File: config.mk
export PLATFORM = sky130hd
export DESIGN_NAME = operand_entry_ctrl_flat
export DESIGN_NICKNAME = d
export VERILOG_FILES = /design/src/rtl/operand_entry_ctrl_if.sv /design/src/rtl/operand_entry_ctrl.sv /design/src/flat_wrapper.sv
export SDC_FILE = /design/constraint.sdc
export NUM_CORES = 1
export LEC_CHECK = 0
export BUFFER_PORTS_ARGS = -buffer_cell sky130_fd_sc_hd__buf_2
export CAP_MARGIN = 40
export CORE_ASPECT_RATIO = 1.1
export CORE_MARGIN = 5
export CORE_UTILIZATION = 52
export CTS_CLUSTER_DIAMETER = 30
export CTS_CLUSTER_SIZE = 8
export DETAILED_ROUTE_END_ITERATION = 7
export PLACE_DENSITY = 0.73
export RECOVER_POWER = 50
export SYNTH_ARGS = -nofsm -noshare
export SYNTH_HDL_FRONTEND = slang
export SYNTH_SLANG_ARGS = --single-unit
File: constraint.sdc
create_clock -name clk -period 2.4 [get_ports clk]
set_clock_uncertainty 0.1 [all_clocks]
set_input_delay 0.72 -clock clk [delete_from_list [all_inputs] [get_ports clk]]
set_output_delay 0.72 -clock clk [all_outputs]
set_load 0.03 [all_outputs]
File: src/rtl/operand_entry_ctrl_if.sv
// Keypad-to-adder operand entry bus.
// master: the entry controller (consumes key strobes and add_done, drives operands/display).
// slave:  the surrounding system (keypad scanner, adder and display).
interface operand_entry_ctrl_if #(
    parameter int unsigned NDIG = 3,
    parameter int unsigned W    = 10
);
    logic                 key_valid;
    logic [3:0]           key_code;
    logic                 add_done;
    logic [W-1:0]         op_a;
    logic [W-1:0]         op_b;
    logic                 start;
    logic [4*NDIG-1:0]    disp_bcd;
    logic [1:0]           phase;
    logic                 busy;

    modport master (
        input  key_valid, key_code, add_done,
        output op_a, op_b, start, disp_bcd, phase, busy
    );

    modport slave (
        output key_valid, key_code, add_done,
        input  op_a, op_b, start, disp_bcd, phase, busy
    );
endinterface

File: src/rtl/operand_entry_ctrl.sv
// Operand entry sequencer for the keypad adder.
// Collects NDIG decimal digits for operand A, then operand B, converts each
// BCD entry to binary (MS digit first, one digit per cycle), pulses start and
// waits for the adder's done.
// Optional build macro ENTRY_TIMEOUT_EN: idle-key timeout that acts as key C.
module operand_entry_ctrl #(
    parameter int unsigned NDIG        = 3,
    parameter int unsigned W           = 10,
    parameter int unsigned TIMEOUT_CYC = 50_000_000
) (
    input logic                  clk,
    input logic                  rst,
    operand_entry_ctrl_if.master bus
);
    localparam int unsigned DW = 4 * NDIG;
    localparam int unsigned CW = $clog2(NDIG + 1);

    // Reject parameter sets where the converted value could overflow W bits.
    if (NDIG < 1 || TIMEOUT_CYC < 1 ||
        (64'd1 << W) <= (64'(10 ** NDIG) - 64'd1)) begin : g_param_check
        $error("operand_entry_ctrl: illegal NDIG/W/TIMEOUT_CYC combination");
    end

    typedef enum logic [2:0] {
        ENTER_A,
        ENTER_B,
        CONV_A,
        CONV_B,
        WAIT_ADD,
        SHOW
    } state_t;

    state_t          state;
    logic [W-1:0]    op_a;
    logic [W-1:0]    op_b;
    logic [W-1:0]    acc;
    logic [W-1:0]    acc_next;
    logic [DW-1:0]   disp_bcd;
    logic [DW-1:0]   conv_sr;
    logic [CW-1:0]   cnt;
    logic [CW-1:0]   conv_left;
    logic            start;
    logic            busy;
    logic [1:0]      phase;

    logic            key_digit;
    logic            key_enter;
    logic            key_back;
    logic            key_clr;
    logic            clr_evt;
    logic            timeout_hit;

    // Key decode, qualified by the strobe.
    always_comb begin
        key_digit = bus.key_valid && (bus.key_code <= 4'd9);
        key_enter = bus.key_valid && (bus.key_code == 4'hA);
        key_back  = bus.key_valid && (bus.key_code == 4'hB);
        key_clr   = bus.key_valid && (bus.key_code == 4'hC);
        clr_evt   = key_clr || timeout_hit;
    end

    // One conversion step: acc*10 + next digit (digits leave conv_sr MS first).
    always_comb begin
        acc_next = (acc << 3) + (acc << 1) + W'(conv_sr[DW-1 -: 4]);
    end

`ifdef ENTRY_TIMEOUT_EN
    localparam int unsigned TW = $clog2(TIMEOUT_CYC + 1);

    logic [TW-1:0] idle_cnt;
    logic          idle_active;

    assign idle_active = (state == ENTER_A) || (state == ENTER_B) || (state == SHOW);
    assign timeout_hit = idle_active && !bus.key_valid && (idle_cnt == TW'(TIMEOUT_CYC - 1));

    // Idle-cycle counter: cleared by any key, frozen outside entry/show states.
    always_ff @(posedge clk or posedge rst) begin
        if (rst) begin
            idle_cnt <= '0;
        end else if (idle_active) begin
            if (bus.key_valid || timeout_hit) begin
                idle_cnt <= '0;
            end else begin
                idle_cnt <= idle_cnt + 1'b1;
            end
        end
    end
`else
    assign timeout_hit = 1'b0;
`endif

    // Entry FSM with registered outputs.
    always_ff @(posedge clk or posedge rst) begin
        if (rst) begin
            state     <= ENTER_A;
            op_a      <= '0;
            op_b      <= '0;
            acc       <= '0;
            disp_bcd  <= '0;
            conv_sr   <= '0;
            cnt       <= '0;
            conv_left <= '0;
            start     <= 1'b0;
            busy      <= 1'b0;
            phase     <= 2'd0;
        end else begin
            start <= 1'b0;
            case (state)
                ENTER_A, ENTER_B: begin
                    if (clr_evt) begin
                        op_a     <= '0;
                        disp_bcd <= '0;
                        cnt      <= '0;
                        state    <= ENTER_A;
                        phase    <= 2'd0;
                    end else if (key_digit) begin
                        if (cnt != CW'(NDIG)) begin
                            disp_bcd <= (disp_bcd << 4) | DW'(bus.key_code);
                            cnt      <= cnt + 1'b1;
                        end
                    end else if (key_back) begin
                        if (cnt != '0) begin
                            disp_bcd <= disp_bcd >> 4;
                            cnt      <= cnt - 1'b1;
                        end
                    end else if (key_enter && (cnt != '0)) begin
                        // Convert from a private copy so the display stays put while busy.
                        conv_sr   <= disp_bcd;
                        acc       <= '0;
                        conv_left <= CW'(NDIG);
                        busy      <= 1'b1;
                        state     <= (state == ENTER_A) ? CONV_A : CONV_B;
                    end
                end

                CONV_A, CONV_B: begin
                    conv_sr   <= conv_sr << 4;
                    acc       <= acc_next;
                    conv_left <= conv_left - 1'b1;
                    if (conv_left == CW'(1)) begin
                        busy     <= 1'b0;
                        disp_bcd <= '0;
                        cnt      <= '0;
                        if (state == CONV_A) begin
                            op_a  <= acc_next;
                            state <= ENTER_B;
                            phase <= 2'd1;
                        end else begin
                            op_b  <= acc_next;
                            start <= 1'b1;
                            state <= WAIT_ADD;
                            phase <= 2'd2;
                        end
                    end
                end

                WAIT_ADD: begin
                    if (key_clr) begin
                        op_a  <= '0;
                        op_b  <= '0;
                        state <= ENTER_A;
                        phase <= 2'd0;
                    end else if (bus.add_done) begin
                        state <= SHOW;
                        phase <= 2'd3;
                    end
                end

                SHOW: begin
                    if (clr_evt) begin
                        op_a     <= '0;
                        op_b     <= '0;
                        disp_bcd <= '0;
                        cnt      <= '0;
                        state    <= ENTER_A;
                        phase    <= 2'd0;
                    end else if (key_digit) begin
                        op_a     <= '0;
                        op_b     <= '0;
                        disp_bcd <= DW'(bus.key_code);
                        cnt      <= CW'(1);
                        state    <= ENTER_A;
                        phase    <= 2'd0;
                    end
                end

                default: begin
                    state <= ENTER_A;
                    busy  <= 1'b0;
                    phase <= 2'd0;
                end
            endcase
        end
    end

    assign bus.op_a     = op_a;
    assign bus.op_b     = op_b;
    assign bus.start    = start;
    assign bus.disp_bcd = disp_bcd;
    assign bus.phase    = phase;
    assign bus.busy     = busy;
endmodule
File: src/flat_wrapper.sv
// flat-port wrapper written by rule: the top's interface ports become plain ports
module operand_entry_ctrl_flat 
#(
    parameter int unsigned NDIG        = 3,
    parameter int unsigned W           = 10,
    parameter int unsigned TIMEOUT_CYC = 50_000_000
)
  (clk, rst, bus_key_valid, bus_key_code, bus_add_done, bus_op_a, bus_op_b, bus_start, bus_disp_bcd, bus_phase, bus_busy);
  operand_entry_ctrl_if #(.NDIG(NDIG), .W(W)) bus_i ();
  input logic clk;
  input logic rst;
  input wire logic [$bits(bus_i.key_valid)-1:0] bus_key_valid;
  input wire logic [$bits(bus_i.key_code)-1:0] bus_key_code;
  input wire logic [$bits(bus_i.add_done)-1:0] bus_add_done;
  output wire logic [$bits(bus_i.op_a)-1:0] bus_op_a;
  output wire logic [$bits(bus_i.op_b)-1:0] bus_op_b;
  output wire logic [$bits(bus_i.start)-1:0] bus_start;
  output wire logic [$bits(bus_i.disp_bcd)-1:0] bus_disp_bcd;
  output wire logic [$bits(bus_i.phase)-1:0] bus_phase;
  output wire logic [$bits(bus_i.busy)-1:0] bus_busy;
  assign bus_i.key_valid = bus_key_valid;
  assign bus_i.key_code = bus_key_code;
  assign bus_i.add_done = bus_add_done;
  assign bus_op_a = bus_i.op_a;
  assign bus_op_b = bus_i.op_b;
  assign bus_start = bus_i.start;
  assign bus_disp_bcd = bus_i.disp_bcd;
  assign bus_phase = bus_i.phase;
  assign bus_busy = bus_i.busy;
  operand_entry_ctrl #(.NDIG(NDIG), .W(W), .TIMEOUT_CYC(TIMEOUT_CYC)) u_core (.clk(clk), .rst(rst), .bus(bus_i));
endmodule
# == Word level (Yosys, flattened, before mapping) ==
# Cells that the tools add are included.
# totals
register_bits,64
latch_bits,0
ramBits,0
romBits,0
input_bits,8
output_inout_bits,36
wordCells,140
mem_count,0
# classes
addsub,5
n_mul,0
n_div,0
magnitude_cmp,1
n_eq_ne,28
shift,0
n_mux,71
n_bitwise,2
n_reduce_logical,22
# ops
op,count
$mux W12,12
$mux W10,7
$pmux W10 S3,2
$mux W2,19
$mux W9,4
$pmux W12 S3,1
$mux W3,10
$pmux W12 S2,1
$pmux W9 S2,1
$reduce_and A6 Y1,3
$reduce_and A5 Y1,3
$eq A4 B4 Y1 const B,3
$ne A2 B1 Y1 const B,6
$or A12 B4 Y12,1
$pmux W3 S4,1
$add A10 B10 Y10,1
$add A10 B4 Y10,1
$ne A2 B2 Y1 const B,5
$mux W1,9
$reduce_bool A3 Y1,3
$ne A4 B1 Y1 const B,2
$pmux W2 S4,1
$eq A3 B2 Y1 const B,2
$eq A3 B3 Y1 const B,2
19 further kinds,29

# == Logic depth before layout (Yosys ltp) ==
# Gate-level depths: netlist of the first run.
# depth
ltp_word,8
mapped_depth,9
ltp_nobuf,9

# == Worst setup path before layout of the first run ==
# OpenSTA, ideal clock, no wires.
# synth_path
kind,reg-to-reg
start,reg u_core.conv_sr[11]
end,reg u_core.op_b[8] (netlist: u_core.bus.op_b[8])
setup_time_ns,0.122
t_arrival_ns,2.219
t_required_ns,2.178
slack_ns,-0.040
path_stages_with_launch,9
n_path_buf,0
synth_period_minus_slack_ns,2.440
cell_sequence,dfrtp_1 > inv_1 > fa_1 > fa_1 > nor2b_1 > o31a_1 > o21a_1 > or3_1 > a32o_1
# synth_between
elab_chain_cells,4
# synth_lines
item,line,text
start: declaration,operand_entry_ctrl.sv:39,logic [DW-1:0] conv_sr;
start signal: assignment,operand_entry_ctrl.sv:128,conv_sr <= disp_bcd;
start signal: assignment,operand_entry_ctrl.sv:137,conv_sr <= conv_sr << 4;
$add A10 B4 Y10,operand_entry_ctrl.sv:64,acc_next = (acc << 3) + (acc << 1) + W'(conv_sr[DW-1 -: 4]);
$mux W10,operand_entry_ctrl.sv:144,if (state == CONV_A) begin
$mux W10,operand_entry_ctrl.sv:140,if (conv_left == CW'(1)) begin
$pmux W10 S3,operand_entry_ctrl.sv:108,case (state)
end signal: assignment,operand_entry_ctrl.sv:149,op_b <= acc_next;
end: declaration,operand_entry_ctrl.sv:35,logic [W-1:0] op_b;
# No other way between the ends. The select of a mux whose other input is x is not followed.
# A chain may end at the register's enable or synchronous reset.

# == Worst setup path after layout of the first run ==
# layout_path
start,reg u_core.acc[2]
end,reg u_core.acc[8]
# layout_between
elab_chain_cells,3
# layout_lines
item,line,text
start: declaration,operand_entry_ctrl.sv:36,logic [W-1:0] acc;
start signal: assignment,operand_entry_ctrl.sv:138,acc <= acc_next;
$add A10 B10 Y10,operand_entry_ctrl.sv:64,
$add A10 B4 Y10,operand_entry_ctrl.sv:64,
$pmux W9 S2,operand_entry_ctrl.sv:108,
# No other way between the ends.

==> run metrics, run 1 <==
pre-CTS WS -0.1381 ns; first-pass GRT wire length 13.98 mm; H-tree levels 3; Met3 Wirelength 469 um; n_diodes 0; routed wl met2 4.135 mm; DR vias/cell between 5 and 6; # clock sinks 64; Total Routed Length 8.284 mm; final worst slack -0.09266 ns; Mapped Nets around 370; GR Overflow Total 0; fmax 0.4012 GHz; CTS tree yes; asr flop ratio synth 100.0%; vias in the first global route roughly 2900; VDD IR max around 0.73 mV; Netlist Area Pre-Place approximately 3400 um2; met1 WL around 3.5 mm; Layout Cells excl Fill 496; hold_ws around 0.37 ns; Yosys Warn Count 0; Site Rows 30; layout cells sized above 1 about a fifth; Layout Area Growth over Synthesis 20.52%; Max Cap Violations 1; period utilization 103.9%; Post-synth EDFFs 0; Starting Density between 50% and 60%; Clock Tree Buf Depth 2; Clock Pin Slew Worst Setup and Hold Paths 0.07 ns; cells after synthesis approximately 350; Crit Path Max Fanout 2; Seq cells post-synth 64; GR Util All Layers 21.66%; drt drc 0; WP data required between 2 and 3 ns; die width 86.71 um; postcts setup bufs 0; Post-DP HPWL just under 6 mm; Synth area leader dfrtp_1; Slew Limit Fails 65; gpl congestion 0.9092; Final #Nets approximately 440; largest net degree at the start of global routing 65; CTS Buf Count 9; dpl cells 480; CP endpoint kind flop; Worst Max-Slew Pin Slew roughly 1.5 ns; RSZ-0062 raised after global routing true; leakage around 2.1 nW; pwr dens about 1300 nW/um2; 1st-iter DRT viols about 130; Avg WL per Cell ~17 um; critical path class flop to flop; core area ~6200 um2; largest cells by area after synthesis dfrtp_1 (48%), nand2_1 (6.9%), ha_1 (5.6%); Vias approximately 2900; violated checks max-capacitance violations, max-slew violations, negative setup slack; latest clock arrival within the worst-skew pair approximately 0.33 ns; post-layout util approximately two thirds; outcome complete, but fails checks; count of final setup violators 3; Detailed Routing Iterations Pass 1 5; sequential element share of the synthesized area 47.58%; share of the synthesized area in the top cell type about 48%; critical path arrival roughly 2.6 ns; Port-buffer cells 43; minimum clock period about 2.5 ns; Power Total 5.232 mW; relative slew slack -3.234%; Critical Path Source Type flop; antenna violations before repair 0; final hold vios 0; Mapped Avg Cell Area ~9.6 um2; DIE AREA slightly above 8000 um2; io pins 44; top sig layer met4; Hold Path Class flop to flop; ys flop type dfrtp_1; CTS root buffer clkbuf_8; Cell variety after synth 54; Die H 94.38 um; post-route ant nets 0
-- stage by stage --
stage	area, um2	setup TNS (ns)
after global placement	3829	-0.4713
after CTS	4040	-0.1452
after global routing	4056	-0.8397
after floorplan	3369	-0.08028
after detailed placement	3829	-0.9787
final	4056	-0.1888
-- routing by layer --
metal | track usage [%] | vias up
li1 | - | 1377
met1 | 28.00 | 1402
met2 | 35.84 | 108
met3 | 4.625 | 20
met4 | 7.792 | 0
met5 | 0 | -
-- cells in the mapped netlist, drive strengths merged, types with 2 or more instances --
cell type	n
nor3	6
o31ai	9
fa	2
nor2b	4
nand2	62
o211ai	2
or3	2
a32o	4
xnor2	4
o21a	3
mux2i	13
nor2	14
xor2	3
inv	13
o21ai	39
a21o	10
ha	15
nor4	2
buf	7
and3	6
a22o	10
a22oi	2
clkbuf	9
nand2b	3
a21oi	14
dfrtp	64
nand3	7
-- cell families after synthesis --
| kind of cell | Yosys count | synth area share, % |
|---|---|---|
| and+or+nand+nor | 113 | 15.54 |
| AOI/OAI and AO/OA | 105 | 20.56 |
| DFF | 64 | 47.58 |
| buffers and inverters | 30 | 3.866 |
| adders and majority gates | 17 | 6.766 |
| muxes | 13 | 3.866 |
| xor gates and xnor gates | 7 | 1.822 |
-- worst max-delay path, cell delays in order (launching register included) --
cell and delay [ns]:
dfrtp_1 0.36, inv_2 0.05, fa_2 0.58, fa_2 0.21, nor2b_2 0.05, o31a_1 0.26, o21a_1 0.19, or3_4 0.33
a32o_1 0.27
-- layout make-up --
class / instances / area, um2
Inverter: 14 / 53.80
Fill cell: 549 / 2175
Timing Repair Buffer: 67 / 400.4
Sequential cell: 64 / 1602
Clock buffer: 11 / 141.4
Multi-Input combinational cell: 255 / 1703
Clock inverter: 5 / 56.30
Tap cell: 80 / 100.1
-- path summary, 6_finish.rpt --
check | start | endpoint | slack [ns] | depth (start not counted)
worst max-delay path | u_core.acc[2] | u_core.acc[8] | -0.09 | 8
worst min register to register | u_core.bus.op_b[1] | u_core.bus.op_b[1] | 0.37 | 2
min in group asynchronous | rst | u_core.acc[3] | 0.84 | 3
worst max register to register | u_core.acc[2] | u_core.acc[8] | -0.09 | 8
max in group asynchronous | rst | u_core.state[2] | 0.46 | 3
worst min-delay path | u_core.bus.op_b[1] | u_core.bus.op_b[1] | 0.37 | 2
-- power breakdown --
part / internal [mW] / switching [mW]
sequential: 1.44 / 0.337
clock: 0.507 / 0.426
combinational: 0.976 / 1.55
-- timing repair --
item | CTS | global route
pin swaps | 3 | 10
hold buffers | 0 | 0
setup endpoints to repair | 10 | 12
resized for setup | 8 | 10
-- state kept, by name, summed over array words and instances, names as in the netlist --
name	cells
u_core.acc	9
u_core.bus.busy	1
u_core.bus.disp_bcd	12
u_core.bus.op_a	10
u_core.bus.op_b	10
u_core.bus.phase	2
u_core.bus.start	1
u_core.cnt	2
u_core.conv_left	2
u_core.conv_sr	12
u_core.state	3
-- layout by cell type, fill, tap and decap left out, drive strengths merged, types with 2 or more instances in the layout --
| cell type | instances |
|---|---|
| buf | 54 |
| xor2 | 3 |
| dfrtp | 64 |
| ha | 15 |
| fa | 2 |
| nand2b | 3 |
| a21o | 10 |
| nand2 | 62 |
| nor2b | 4 |
| clkinvlp | 2 |
| o21a | 3 |
| xnor2 | 4 |
| o21ai | 39 |
| nand3 | 7 |
| clkinv | 4 |
| nor2 | 14 |
| or3 | 2 |
| mux2i | 13 |
| o31ai | 9 |
| and3 | 6 |
| clkbuf | 24 |
| inv | 12 |
| a22oi | 2 |
| a32o | 4 |
| a22o | 10 |
| nor4 | 2 |
| a21oi | 14 |
| nor3 | 6 |
| o211ai | 2 |
No activity file was read; power rests on OpenSTA's default activity.
==> run 2: changes to the inputs <==
--- a/config.mk
+++ b/config.mk
@@ -8,7 +8,7 @@
 export BUFFER_PORTS_ARGS = -buffer_cell sky130_fd_sc_hd__buf_2
 export CAP_MARGIN = 40
 export CORE_ASPECT_RATIO = 1.1
-export CORE_MARGIN = 5
+export CORE_MARGIN = 2
 export CORE_UTILIZATION = 52
 export CTS_CLUSTER_DIAMETER = 30
 export CTS_CLUSTER_SIZE = 8
==> run 2 against run 1 <==
Net effect: the flow finishes with violations (negative setup slack); count of clock-buffer cells in the layout shrank 1; routed wire length decreased by 0.94%; cell count grew 0.20%; die area shrank 13%; cell area unchanged; worst hold slack worse by 0.0057 ns; combinational power is 2% lower.
==> run metrics, run 2 (synthesis results as in run 1) <==
GR Util All Layers 25.43%; hold_buf cts 0; io pins 44; Final #Nets about 440; most common cell after layout, fill and taps aside dfrtp_1; RSZ-0062 raised after global routing true; drt drc 0; hold_ws 0.3628 ns; Clock Tree Buf Depth 2; WP data required 2.53 ns; Port-buffer cells between 40 and 50; latest clock arrival within the worst-skew pair between 0.3 and 0.4 ns; Critical Path Source Type flop; critical path arrival roughly 2.7 ns; leakage about 2 nW; gpl congestion 0.9300; footprint of the multi-input gates roughly 1700 um2; pwr dens roughly 1300 nW/um2; Site Rows 30; antenna violations before repair 0; Hold Path Class flop to flop; GR Overflow Total 0; Detailed Routing Iterations Pass 1 5; largest net degree at the start of global routing 37; commonest cells after routing, fill and taps aside dfrtp_1 (64), nand2_1 (62), buf_2 (33); H-tree levels 3; VDD IR max around 0.66 mV; Layout Area Growth over Synthesis 20.52%; post-route ant nets 0; setup TNS -0.4539 ns; minimum clock period roughly 2.5 ns; pre-CTS WS -0.1335 ns; DIE AREA 7133 um2; Crit Path Max Fanout 3; fmax approximately 0.4 GHz; count of final setup violators 8; Clock Pin Slew Worst Setup and Hold Paths around 0.070 ns; 1st-iter DRT viols 206; final hold vios 0; Total Routed Length between 8 and 9 mm; vias in the first global route 2745; critical path class flop to flop; CTS Buf Count 9; Largest regs u_core.bus.disp_bcd: 12 flops, u_core.conv_sr: 12 flops; Worst Max-Slew Pin Slew between 0.8 and 0.9 ns; outcome complete, but fails checks; Die H 88.38 um; fill count roughly 540; CTS tree yes; first-pass GRT wire length between 10 and 15 mm; die width just over 80 um; flop-to-flop setup slack -0.14 ns; Seq. cell area 1602 um2; DR vias/cell 5.761; final worst slack -0.1408 ns; Avg WL per Cell about 17 um; CP endpoint kind flop; relative slew slack slightly above 40%; CTS root buffer clkbuf_8; violated checks negative setup slack; Max Cap Violations 0; Post-DP HPWL approximately 5.7 mm; Vias ~2900; core area between 6000 and 7000 um2; Slew Limit Fails 0; Starting Density a little over half; n_diodes 0; period utilization 105.9%; # clock sinks 64; layout cells sized above 1 a little over a fifth
## run 2: cell types whose count changed in the layout (fill, tap and decap cells not counted), sizes merged
cell	change
clkbuf	-1
clkinvlp	+1
buf	+1
## run 2: timing repair
action / in CTS / in global routing
pin swaps: 4 / 12
gates resized for setup: 9 / 11
setup endpoints to repair: 13 / 11
buffers inserted: 1 / 1
## run 2: metrics by stage
| stage | util, % | power, mW | instance area [um2] | cells |
|---|---|---|---|---|
| after floorplan | - | 3.371 | 3369 | 349 |
| after global placement | 61.37 | 4.085 | 3824 | 481 |
| after detailed placement | 61.37 | 4.165 | 3824 | 481 |
| after CTS | 64.80 | 5.094 | 4038 | 498 |
| after global routing | 65.10 | 5.527 | 4056 | 497 |
| final | 65.10 | 5.143 | 4056 | 497 |
## run 2: critical path, stage by stage (launching register included)
cell,delay [ns]
dfrtp_1,0.36
inv_2,0.04
fa_1,0.58
fa_2,0.23
nor2b_2,0.05
o31a_1,0.30
o21a_1,0.18
or3_4,0.33
a32o_1,0.26
## run 2: per-layer routing
metal | vias up | GRT usage [%] | wire length (um)
li1 | 1376 | - | -
met1 | 1382 | 35.34 | 3763
met2 | 93 | 40.15 | 3889
met3 | 12 | 5.204 | 392
met4 | 0 | 8.475 | 160
met5 | - | 0 | 0
## run 2: final timing paths
| kind | start | endpoint | cells after the start |
|---|---|---|---|
| max in group asynchronous | rst | u_core.cnt[0] | 3 |
| min in group asynchronous | rst | u_core.acc[2] | 2 |
| min reg2reg | u_core.bus.op_b[2] | u_core.bus.op_b[2] | 2 |
| min | u_core.bus.op_b[2] | u_core.bus.op_b[2] | 2 |
| max | u_core.acc[2] | u_core.bus.op_b[8] | 8 |
| max reg2reg | u_core.acc[2] | u_core.bus.op_b[8] | 8 |
## run 2: layout make-up
cell class,instances,share of cell area [%]
Multi-Input combinational cell,255,42.41
Sequential cell,64,39.48
Timing Repair Buffer,68,9.685
Clock buffer,10,3.146
Tap cell,80,2.468
Clock inverter,6,1.481
Inverter,14,1.326
## run 2: power breakdown
part	switching, mW	total [mW]	leakage [nW]	internal (mW)
registers	0.350	1.79	0.857	1.44
logic	1.52	2.46	1.11	0.937
clock network	0.420	0.894	0.0920	0.474
total	2.29	5.14	2.06	2.85
